File: src/rtl/i2c_apb_pkg.sv
// rtl/i2c_apb_pkg.sv - shared types and constants for the i2c APB command master
package i2c_apb_pkg;

    typedef enum logic [1:0] {
        IDLE,
        SETUP,
        ACCESS,
        RESP
    } apb_mst_state_e;

    // i2c core register map, byte offsets on the APB slave port
    localparam logic [31:0] I2C_REG_CTRL     = 32'h0000_0000;
    localparam logic [31:0] I2C_REG_STATUS   = 32'h0000_0004;
    localparam logic [31:0] I2C_REG_DATA     = 32'h0000_0008;
    localparam logic [31:0] I2C_REG_CMD      = 32'h0000_000C;
    localparam logic [31:0] I2C_REG_PRESCALE = 32'h0000_0010;

    localparam int TIMEOUT_DEFAULT = 16;

endpackage

File: src/rtl/apb_wait_timer.sv
// rtl/apb_wait_timer.sv - ACCESS wait-state counter with expire flag
module apb_wait_timer #(
    parameter int TIMEOUT = 16
) (
    input  logic clk,
    input  logic rst,
    input  logic clear,
    input  logic enable,
    output logic expire
);

    localparam int CW = $clog2(TIMEOUT + 1);

    logic [CW-1:0] cnt;

    always_ff @(posedge clk or posedge rst) begin
        if (rst) begin
            cnt <= '0;
        end else if (clear) begin
            cnt <= '0;
        end else if (enable) begin
            cnt <= cnt + CW'(1);
        end
    end

    // The master aborts on this cycle, so the counter never reaches its wrap point.
    assign expire = (cnt == CW'(TIMEOUT - 1));

endmodule

File: src/rtl/i2c_apb_cmd_master.sv
// rtl/i2c_apb_cmd_master.sv - command/response front end driving one APB3 transfer at a time
module i2c_apb_cmd_master
    import i2c_apb_pkg::*;
#(
    parameter int ADDR_W  = 32,
    parameter int DATA_W  = 32,
    parameter int TIMEOUT = TIMEOUT_DEFAULT
) (
    input  logic              PCLK,
    input  logic              PRESET,
    input  logic              cmd_valid,
    output logic              cmd_ready,
    input  logic              cmd_write,
    input  logic [ADDR_W-1:0] cmd_addr,
    input  logic [DATA_W-1:0] cmd_wdata,
    output logic              rsp_valid,
    input  logic              rsp_ready,
    output logic [DATA_W-1:0] rsp_rdata,
    output logic              rsp_err,
    output logic              rsp_timeout,
    output logic              PSELx,
    output logic              PENABLE,
    output logic              PWRITE,
    output logic [ADDR_W-1:0] PADDR,
    output logic [DATA_W-1:0] PWDATA,
    input  logic              PREADY,
    input  logic              PSLVERR,
    input  logic [DATA_W-1:0] PRDATA
);

    apb_mst_state_e    state, state_n;
    logic              pend, pend_n;
    logic              cmd_ready_n, rsp_valid_n, rsp_err_n, rsp_timeout_n;
    logic              psel_n, penable_n, pwrite_n;
    logic [ADDR_W-1:0] paddr_n;
    logic [DATA_W-1:0] pwdata_n, rsp_rdata_n;
    logic              tmr_clear, tmr_enable, tmr_expire;

    apb_wait_timer #(
        .TIMEOUT (TIMEOUT)
    ) u_timer (
        .clk    (PCLK),
        .rst    (PRESET),
        .clear  (tmr_clear),
        .enable (tmr_enable),
        .expire (tmr_expire)
    );

    always_ff @(posedge PCLK or posedge PRESET) begin
        if (PRESET) begin
            state       <= IDLE;
            pend        <= 1'b0;
            cmd_ready   <= 1'b1;
            rsp_valid   <= 1'b0;
            rsp_rdata   <= '0;
            rsp_err     <= 1'b0;
            rsp_timeout <= 1'b0;
            PSELx       <= 1'b0;
            PENABLE     <= 1'b0;
            PWRITE      <= 1'b0;
            PADDR       <= '0;
            PWDATA      <= '0;
        end else begin
            state       <= state_n;
            pend        <= pend_n;
            cmd_ready   <= cmd_ready_n;
            rsp_valid   <= rsp_valid_n;
            rsp_rdata   <= rsp_rdata_n;
            rsp_err     <= rsp_err_n;
            rsp_timeout <= rsp_timeout_n;
            PSELx       <= psel_n;
            PENABLE     <= penable_n;
            PWRITE      <= pwrite_n;
            PADDR       <= paddr_n;
            PWDATA      <= pwdata_n;
        end
    end

    always_comb begin
        state_n       = state;
        pend_n        = pend;
        cmd_ready_n   = cmd_ready;
        rsp_valid_n   = rsp_valid;
        rsp_rdata_n   = rsp_rdata;
        rsp_err_n     = rsp_err;
        rsp_timeout_n = rsp_timeout;
        psel_n        = PSELx;
        penable_n     = PENABLE;
        pwrite_n      = PWRITE;
        paddr_n       = PADDR;
        pwdata_n      = PWDATA;
        tmr_clear     = 1'b0;
        tmr_enable    = 1'b0;

        case (state)
            IDLE: begin
                // pend marks the turnaround cycle between the handshake and SETUP
                if (pend) begin
                    pend_n  = 1'b0;
                    psel_n  = 1'b1;
                    state_n = SETUP;
                end else if (cmd_valid && cmd_ready) begin
                    pend_n      = 1'b1;
                    cmd_ready_n = 1'b0;
                    pwrite_n    = cmd_write;
                    paddr_n     = cmd_addr;
                    pwdata_n    = cmd_wdata;
                end
            end
            SETUP: begin
                penable_n = 1'b1;
                tmr_clear = 1'b1;
                state_n   = ACCESS;
            end
            ACCESS: begin
                // PREADY is checked first so a completion on the last allowed cycle is not a timeout
                if (PREADY) begin
                    psel_n        = 1'b0;
                    penable_n     = 1'b0;
                    rsp_valid_n   = 1'b1;
                    rsp_rdata_n   = PWRITE ? '0 : PRDATA;
                    rsp_err_n     = PSLVERR;
                    rsp_timeout_n = 1'b0;
                    state_n       = RESP;
                end else if (tmr_expire) begin
                    psel_n        = 1'b0;
                    penable_n     = 1'b0;
                    rsp_valid_n   = 1'b1;
                    rsp_rdata_n   = '0;
                    rsp_err_n     = 1'b1;
                    rsp_timeout_n = 1'b1;
                    state_n       = RESP;
                end else begin
                    tmr_enable = 1'b1;
                end
            end
            RESP: begin
                if (rsp_ready) begin
                    rsp_valid_n = 1'b0;
                    cmd_ready_n = 1'b1;
                    state_n     = IDLE;
                end
            end
            default: begin
                state_n = IDLE;
            end
        endcase
    end

endmodule

File: config.mk
export PLATFORM = sky130hd
export DESIGN_NAME = i2c_apb_cmd_master
export DESIGN_NICKNAME = d
export VERILOG_FILES = /design/src/rtl/i2c_apb_pkg.sv /design/src/rtl/apb_wait_timer.sv /design/src/rtl/i2c_apb_cmd_master.sv
export SDC_FILE = /design/constraint.sdc
export NUM_CORES = 1
export LEC_CHECK = 0
export ABC_AREA = 0
export BUFFER_PORTS_ARGS = -buffer_cell sky130_fd_sc_hd__buf_2
export CORE_MARGIN = 2
export CORE_UTILIZATION = 51
export CTS_BUF_LIST = sky130_fd_sc_hd__clkbuf_16
export CTS_CLUSTER_SIZE = 14
export DETAILED_ROUTE_END_ITERATION = 7
export GPL_TIMING_DRIVEN = 0
export HOLD_SLACK_MARGIN = 0.08
export PLACE_DENSITY = 0.88
export SYNTH_ARGS = -nofsm -noshare
export SYNTH_HDL_FRONTEND = slang
export SYNTH_HIERARCHICAL = 1
export SYNTH_SLANG_ARGS = --single-unit
File: constraint.sdc
create_clock -name PCLK -period 7.75 [get_ports PCLK]
set_clock_uncertainty 0.05 [all_clocks]
set_input_delay 0.775 -clock PCLK [delete_from_list [all_inputs] [get_ports PCLK]]
set_output_delay 0.775 -clock PCLK [all_outputs]
set_load 0.01 [all_outputs]
# [Word level (Yosys, flattened, before mapping)]
# Cells that the tools add are included.
[word_totals] reg_bits=111 out_inout_bits=103 elab_cells=70
[op_classes] n_addsub=1 eq_ne=9 mux=31 bitwise_logic=1 reduce_logical=15
[op_table] operator="two-way mux 32 bit" count=3
[op_table] operator="two-way mux 1 bit" count=17
[op_table] operator="AND reduction 3 bit" count=4
[op_table] operator="nonzero test 2 bit" count=6
[op_table] operator="two-way mux 5 bit" count=2
[op_table] operator="two-way mux 2 bit" count=4
[op_table] operator="inequality test 2 bit, second input constant" count=4
[op_table] operator="one-hot mux 1 bit (2 select lines)" count=4
[op_table] operator="one-hot mux 2 bit (4 select lines)" count=1
[op_table] operator="adder 5 x 1 -> 5 bit, second input constant" count=1
[op_table] operator="equality test 5 x 4 -> 1 bit, second input constant" count=1
[op_table] operator="equality test 2 bit, second input constant" count=2
[op_table] operator="AND reduction 2 bit" count=2
[op_table] operator="AND reduction 4 bit" count=1
[op_table] operator="inequality test 3 bit, second input constant" count=1
[op_table] operator="equality test 2 x 1 -> 1 bit, second input constant" count=1
[op_table] operator="logical NOT 2 bit" count=1
[op_table] operator="logical AND 1 bit" count=1
[op_table] operator="NOT 1 bit" count=1

# [Logic depth before layout (Yosys ltp)]
# Gate-level depths: netlist of the first run.
[logic_depth] word_depth=6 ltp_mapped=8

# [Hierarchy]
# The synthesis of the first run kept the hierarchy.
[modules_own_cells] mod="i2c_apb_cmd_master" n_inst=1 cells_each=327 area_per_inst_um2=4297.9 seq_area_each_um2=2653.8
[modules_own_cells] mod="apb_wait_timer" n_inst=1 cells_each=24 area_per_inst_um2=282.8 seq_area_each_um2=125.1

# [Worst setup path before layout of the first run]
# No wires, ideal clock.
[synth_timing] path_type="register to register" from="reg u_timer.cnt[0]" to="reg u_timer.cnt[3]" setup_time_ns=0.125 t_arrival_ns=1.821 path_slack_ns=5.754 path_stages_with_launch=8 path_buffers=1 period_less_slack_ns=1.996 path_cell_list="dfrtp_1 ha_1 and3_1 ha_1 nor3b_2 buf_6 nand4_4 mux2_4"
[synth_between] elab_chain_len=5 elab_cells_between_ends=8
[synth_rtl] element="start, declared" line_no="apb_wait_timer.sv:14" source="logic [CW-1:0] cnt;"
[synth_rtl] element="start signal, assigned" line_no="apb_wait_timer.sv:22" source="cnt <= cnt + CW'(1);"
[synth_rtl] element="equality test 5 x 4 -> 1 bit" line_no="apb_wait_timer.sv:27" source="assign expire = (cnt == CW'(TIMEOUT - 1));"
[synth_rtl] element="net tmr_expire" line_no="i2c_apb_cmd_master.sv:37" source="logic tmr_clear, tmr_enable, tmr_expire;"
[synth_rtl] element="two-way mux 1 bit" line_no="i2c_apb_cmd_master.sv:125" source="end else if (tmr_expire) begin"
[synth_rtl] element="two-way mux 1 bit" line_no="i2c_apb_cmd_master.sv:117" source="if (PREADY) begin"
[synth_rtl] element="two-way mux 1 bit" line_no="i2c_apb_cmd_master.sv:95" source="case (state)"
[synth_rtl] element="net tmr_enable" line_no="i2c_apb_cmd_master.sv:37"
[synth_rtl] element="nonzero test 2 bit (no source line)"
# The timed path passes the listed nets, and every way through them passes these cells. The select of a mux whose other input is x is not followed.
# A chain may end at the register's enable or synchronous reset.

# [Final worst setup path of the first run]
[layout_timing] from="reg u_timer.cnt[0]" to="reg rsp_rdata[31]"
[layout_between] elab_chain_len=3
[layout_rtl] element="equality test 5 x 4 -> 1 bit" line_no="apb_wait_timer.sv:27"
[layout_rtl] element="net tmr_expire" line_no="i2c_apb_cmd_master.sv:37"
[layout_rtl] element="nonzero test 2 bit (no source line)"
[layout_rtl] element="AND reduction 2 bit (no source line)"
[layout_rtl] element="end signal, assigned" line_no="i2c_apb_cmd_master.sv:68" source="rsp_rdata <= rsp_rdata_n;"
[layout_rtl] element="end, declared" line_no="i2c_apb_cmd_master.sv:18" source="output logic [DATA_W-1:0] rsp_rdata,"
# The timed path passes the listed nets, and every way through them passes these cells.

==> metrics.txt, run 1 <==
Max VDD drop 156.7 uV; vias in the first global route 3535; YS warnings 6; input/output buffers 205; Pint 1.616 mW; # nets final 680; initial antenna violation count 0; Flop pwr share 0.407; post-CTS setup buffers 0; clk_lat worst skew 0.33 ns; final instance area 0.006101 mm^2; CTS Sinks 111; Max Cap Viol 0; Total Wirelength 10790 um; overall power 2.457 mW; commonest cells in the netlist dfrtp_1, nand2_1, mux2_2, o21ai_0, mux2_4; fin crit share 0.2997; # IOs 206; top-count cell post-synth dfrtp_1; Die H 98.77 um; CP required 7.94 ns; status completed; Pre-antenna DRT Iters 4; drt drc 0; Rel. slew slack 0.7076; Hold WS 0.3026 ns; Detailed Route Iter0 Violations 109; EDFF count, synth 0; NetSw 0.8411 mW; Diodes inserted 0; pin count of the biggest net entering global routing 74; GRT Total Usage 0.2237; net count after synthesis 463; antenna-violating nets left 0; routed len/inst 15.85 um; top_reg_cell synth dfrtp_1; power share of the combinational group 0.389; layout cells sized above 1 0.5375; worst endpoint data arrival time 2.51 ns; actual slew at the worst max-slew pin 0.4385 ns; Crit Path Max Fanout 10; Met2 Routed Length 5862 um; synthesized area per cell 13.05 um^2; via count 3400; Core ar. 0.008721 mm^2; PD cells 402.8 mW/mm^2; Switching Fraction 0.3423; Mapped Area 0.004581 mm^2; Final Hold Viols 0; Final Wtd Congestion 0.8346; library cells used by synthesis 29; cell taking the most area after synthesis dfrtp_1; H-tree levels 3; Synth Instances 351; Rows 34; die width 98.77 um; HPWL Detailed 8211 um; fin crit period 2.323 ns; Resize count post-CTS 0; Synth area leaders dfrtp_1, mux2_4, mux2_2; RSZ-0062 raised after global routing no; CTS buffer count 9; fill count 608; min-delay worst type in2async; asr flop ratio synth 1.000; FF+latch count, synth 111; post-synthesis sequential area ratio 0.6067; Setup CP Type reg2reg; Max Slew Vio Count 0; detailed-route vias per instance 4.993; Starting Density 0.5253; total gr overflow 0; uppermost layer routed met4; die footprint 0.009756 mm^2; hold_buf cts 0; Syn-to-layout area delta 33.19%; max frequency 430.5 MHz; clk root buf clkbuf_16; Yosys top cell area share 0.6009; met1 wire length 4190 um; leakage power 3.349 nW; CTS Buffer Depth 2; TNS Setup 0 ns; placed inst area 0.005772 mm^2; Setup-failing EPs final 0; Worst setup SP type flip-flop; first-pass GRT wire length 17130 um; Util after Layout 0.6996; CP Capture Type flip-flop; CTS tree built; Clk pwr share 0.205; wire length on met3 520 um; CTS clock-pin slew for the worst setup and hold paths 0.07 ns
[layout by cell type, fill, tap and decap left out, types with 2 or more instances in the layout]
cell type and instances:
a21oi_1 2, bufinv_16 2, clkbuf_16 9, nand2_1 68, mux2_2 38, nor2_1 8, ha_1 9, buf_2 214
o21ai_0 38, nor2b_1 3, clkbuf_1 5, mux2i_1 3, dfrtp_1 110, inv_8 2, inv_1 7, o31ai_1 2
mux2_4 29, buf_6 5, a211oi_1 2
[power groups by stage]
stage	Sequential [mW]	Clock [mW]	Combinational, mW
2_1_floorplan	1.12	0	0.436
3_3_place_gp	0.992	0	0.923
3_5_place_dp	1.01	0	0.959
4_1_cts	1.00	0.513	0.966
5_1_grt	1.03	0.539	1.04
6_report	0.999	0.503	0.955
[layout make-up]
| cell class | instances | area [um^2] | area share |
|---|---|---|---|
| Buffer | 19 | 120.1 | 0.01969 |
| Clock buffer | 9 | 225.2 | 0.03692 |
| Clock inverter | 7 | 103.9 | 0.01702 |
| Inverter | 7 | 28.78 | 0.004717 |
| Multi-Input combinational cell | 214 | 1655 | 0.2713 |
| Sequential cell | 111 | 2779 | 0.4555 |
| Tap cell | 108 | 135.1 | 0.02215 |
| Timing Repair Buffer | 206 | 1054 | 0.1727 |
[registers in the layout, indices dropped and copies added, names as in the netlist]
name	count
pend	1
PSELx	1
PADDR	32
PWRITE	1
rsp_rdata	32
u_timer/cnt	5
rsp_valid	1
PENABLE	1
state	2
PWDATA	32
rsp_timeout	1
cmd_ready	1
rsp_err	1
[path summary, 6_finish.rpt]
check / end / cells after the start / startpoint / slack, ns
setup / recovery: rsp_rdata[31] / 8 / u_timer/cnt[0] / 5.43
max in group asynchronous: cmd_ready / 3 / PRESET / 6.53
hold reg to reg: rsp_rdata[1] / 2 / rsp_rdata[1] / 0.43
setup reg to reg: rsp_rdata[31] / 8 / u_timer/cnt[0] / 5.43
min in group PCLK: rsp_rdata[1] / 2 / rsp_rdata[1] / 0.43
hold / removal: u_timer/cnt[2] / 2 / PRESET / 0.30
[critical path, cell delays in order (launching register included)]
cell,delay (ns)
dfrtp_1,0.44
ha_1,0.25
and3_1,0.17
ha_1,0.22
o21ai_1,0.37
buf_2,0.28
buf_2,0.25
nand2_1,0.09
o21ai_0,0.11
[cell families (layout without fill, tap and decap cells)]
group / count (synthesis) / after routing / share of synthesized area
compound gates: 48 / 48 / 0.05681
simple gates: 86 / 86 / 0.08304
xor+xnor: 1 / 1 / 0.001912
flops: 111 / 111 / 0.6067
fa+ha+maj: 9 / 9 / 0.02458
mux: 70 / 70 / 0.1950
buf+inv: 26 / 248 / 0.03196
[metrics by stage]
step                setup WS (ns)  std cells
global placement            3.074        664
finish                      5.427        681
global route                5.341        681
floorplan                   4.138        351
detailed placement          5.527        665
CTS                         5.459        681
[layer usage]
metal,vias up,GRT usage
li1,1620,-
met1,1657,0.2636
met2,108,0.4028
met3,15,0.04894
met4,0,0.07798
met5,-,0
(Power assumes the default switching activity.)
==> inputs of run 2 (changes only) <==
--- a/config.mk
+++ b/config.mk
@@ -8,13 +8,13 @@
 export ABC_AREA = 0
 export BUFFER_PORTS_ARGS = -buffer_cell sky130_fd_sc_hd__buf_2
 export CORE_MARGIN = 2
-export CORE_UTILIZATION = 51
+export CORE_UTILIZATION = 47
 export CTS_BUF_LIST = sky130_fd_sc_hd__clkbuf_16
 export CTS_CLUSTER_SIZE = 14
 export DETAILED_ROUTE_END_ITERATION = 7
 export GPL_TIMING_DRIVEN = 0
 export HOLD_SLACK_MARGIN = 0.08
-export PLACE_DENSITY = 0.88
+export PLACE_DENSITY = 0.82
 export SYNTH_ARGS = -nofsm -noshare
 export SYNTH_HDL_FRONTEND = slang
 export SYNTH_HIERARCHICAL = 1
==> constraint.sdc (replaced) <==
create_clock -name PCLK -period 2.3 [get_ports PCLK]
set_clock_uncertainty 0.05 [all_clocks]
set_input_delay 0.23 -clock PCLK [delete_from_list [all_inputs] [get_ports PCLK]]
set_output_delay 0.23 -clock PCLK [all_outputs]
set_load 0.01 [all_outputs]
==> metrics.txt, run 2 (synthesis results as in run 1) <==
status completed; max frequency 454.1 MHz; detailed-route vias per instance 4.883; initial antenna violation count 0; PD cells 1236 mW/mm^2; Worst setup SP type flip-flop; Final Hold Viols 0; Setup CP Type reg2reg; die footprint 0.01055 mm^2; # IOs 206; Starting Density 0.4774; Syn-to-layout area delta 52.03%; Pre-antenna DRT Iters 4; Register Area 0.002779 mm^2; clk_lat worst skew 0.34 ns; critical path cell sequence ha_1 -> and3_1 -> ha_1 -> nor3b_2 -> buf_6 -> nand4_4 -> mux2_4; Largest regs PADDR x32, PWDATA x32, rsp_rdata x32; first-pass GRT wire length 19280 um; CTS buffer count 9; Crit Path Max Fanout 7; Core ar. 0.009594 mm^2; multi-input logic area 0.001667 mm^2; die width 102.7 um; critical path's largest stage delay 0.44 ns; input/output buffers 205; pin count of the biggest net entering global routing 45; Final Wtd Congestion 0.7959; vias in the first global route 3989; fin crit share 0.9575; Layout Cells excl Fill 786; CP required 2.48 ns; HPWL Detailed 7994 um; CP Buf/Inv Count 1; CP delay by family, top simple AND/OR/NAND/NOR gates; GRT Total Usage 0.2400; fill count 642; routed len/inst 16.44 um; drt drc 0; # nets final 760; post-CTS setup buffers 0; total gr overflow 0; CTS Sinks 111; H-tree levels 3; Max Cap Viol 0; fin crit period 2.202 ns; min-delay worst type in2reg; commonest non-fill, non-tap cell in the layout buf_2; antenna-violating nets left 0; most frequent cells in the layout buf_2, dfrtp_1, dlygate4sd3_1; CP Capture Type flip-flop; CTS Buffer Depth 2; # placed instances 691; clk root buf clkbuf_16; CTS tree built; layout cells sized above 1 0.4747; Max Slew Vio Count 0; Rel. slew slack 0.5176; leakage power 3.689 nW; TNS Setup 0 ns; via count 3838; Die H 102.7 um; RSZ-0062 raised after global routing no; most used cell along the critical path ha_1; actual slew at the worst max-slew pin 0.7221 ns; Detailed Route Iter0 Violations 108; reg2reg setup slack 0.1 ns; Rows 36; Diodes inserted 0; slowest CP cell dfrtp_1; CTS clock-pin slew for the worst setup and hold paths 0.07 ns; Total Wirelength 12920 um; worst endpoint data arrival time 2.38 ns; Setup-failing EPs final 0; Max VDD drop 587.2 uV
## run 2: per-stage QoR
stage | instance area, um^2 | power [mW] | hold slack (ns) | utilization | setup slack [ns]
floorplan | 4584 | 5.252 | -0.04148 | - | 0.3037
global placement | 5777 | 6.433 | 0.1123 | 0.6021 | 0.09670
detailed placement | 5817 | 6.622 | 0.1178 | 0.6063 | 0.01480
CTS | 6957 | 8.526 | 0.08170 | 0.7251 | 0.1010
global route | 6964 | 9.108 | 0.09262 | 0.7259 | 0.01427
finish | 6964 | 8.611 | 0.08692 | 0.7259 | 0.09774
## run 2: per-layer routing
layer / routed length [um] / track usage / share of wire / up-vias
met1: 4888 / 0.2693 / 0.38 / 1899
met4: 427 / 0.1190 / 0.033 / 0
met2: 6968 / 0.4424 / 0.54 / 135
met5: 0 / 0 / 0 / -
li1: - / - / - / 1773
met3: 636 / 0.03661 / 0.049 / 31
## run 2: final timing paths
kind,cells past startpoint,to,start
worst max-delay path,7,u_timer/cnt[3],u_timer/cnt[0]
worst min-delay path,3,rsp_rdata[19],PRDATA[19]
worst max register to register,7,u_timer/cnt[3],u_timer/cnt[0]
worst min register to register,2,rsp_rdata[28],rsp_rdata[28]
max in group asynchronous,4,cmd_ready,PRESET
min in group asynchronous,3,u_timer/cnt[0],PRESET
## run 2: report_power, final
part           total [mW]  switching (mW)  internal, mW
combinational        3.40            1.70          1.70
sequential           3.43           0.554          2.87
clock                1.78           0.712          1.07
## run 2: area by class of cell
cell class              count  share of cell area
flip-flops and latches    111              0.3990
clock buffers               9             0.03234
plain buffers              19             0.01725
inverters                   7            0.004312
clock inverters             7             0.01725
well taps                 133             0.02390
multi-input cells         214              0.2393
repair buffers            286              0.2666
## run 2: worst register-to-register path: stages, from the launching register on
cell and delay [ns]:
dfrtp_1 0.44, ha_1 0.25, and3_1 0.18, ha_1 0.24
nor3b_2 0.33, buf_6 0.19, nand4_4 0.10, mux2_4 0.31
## run 2: repair_timing
action | in CTS | in global routing
endpoints found under the setup margin | 2 | 4
endpoints found under the hold margin | 110 | 0
pin swaps | 0 | 0
hold buffers | 79 | 0
gates resized for setup | 1 | 1
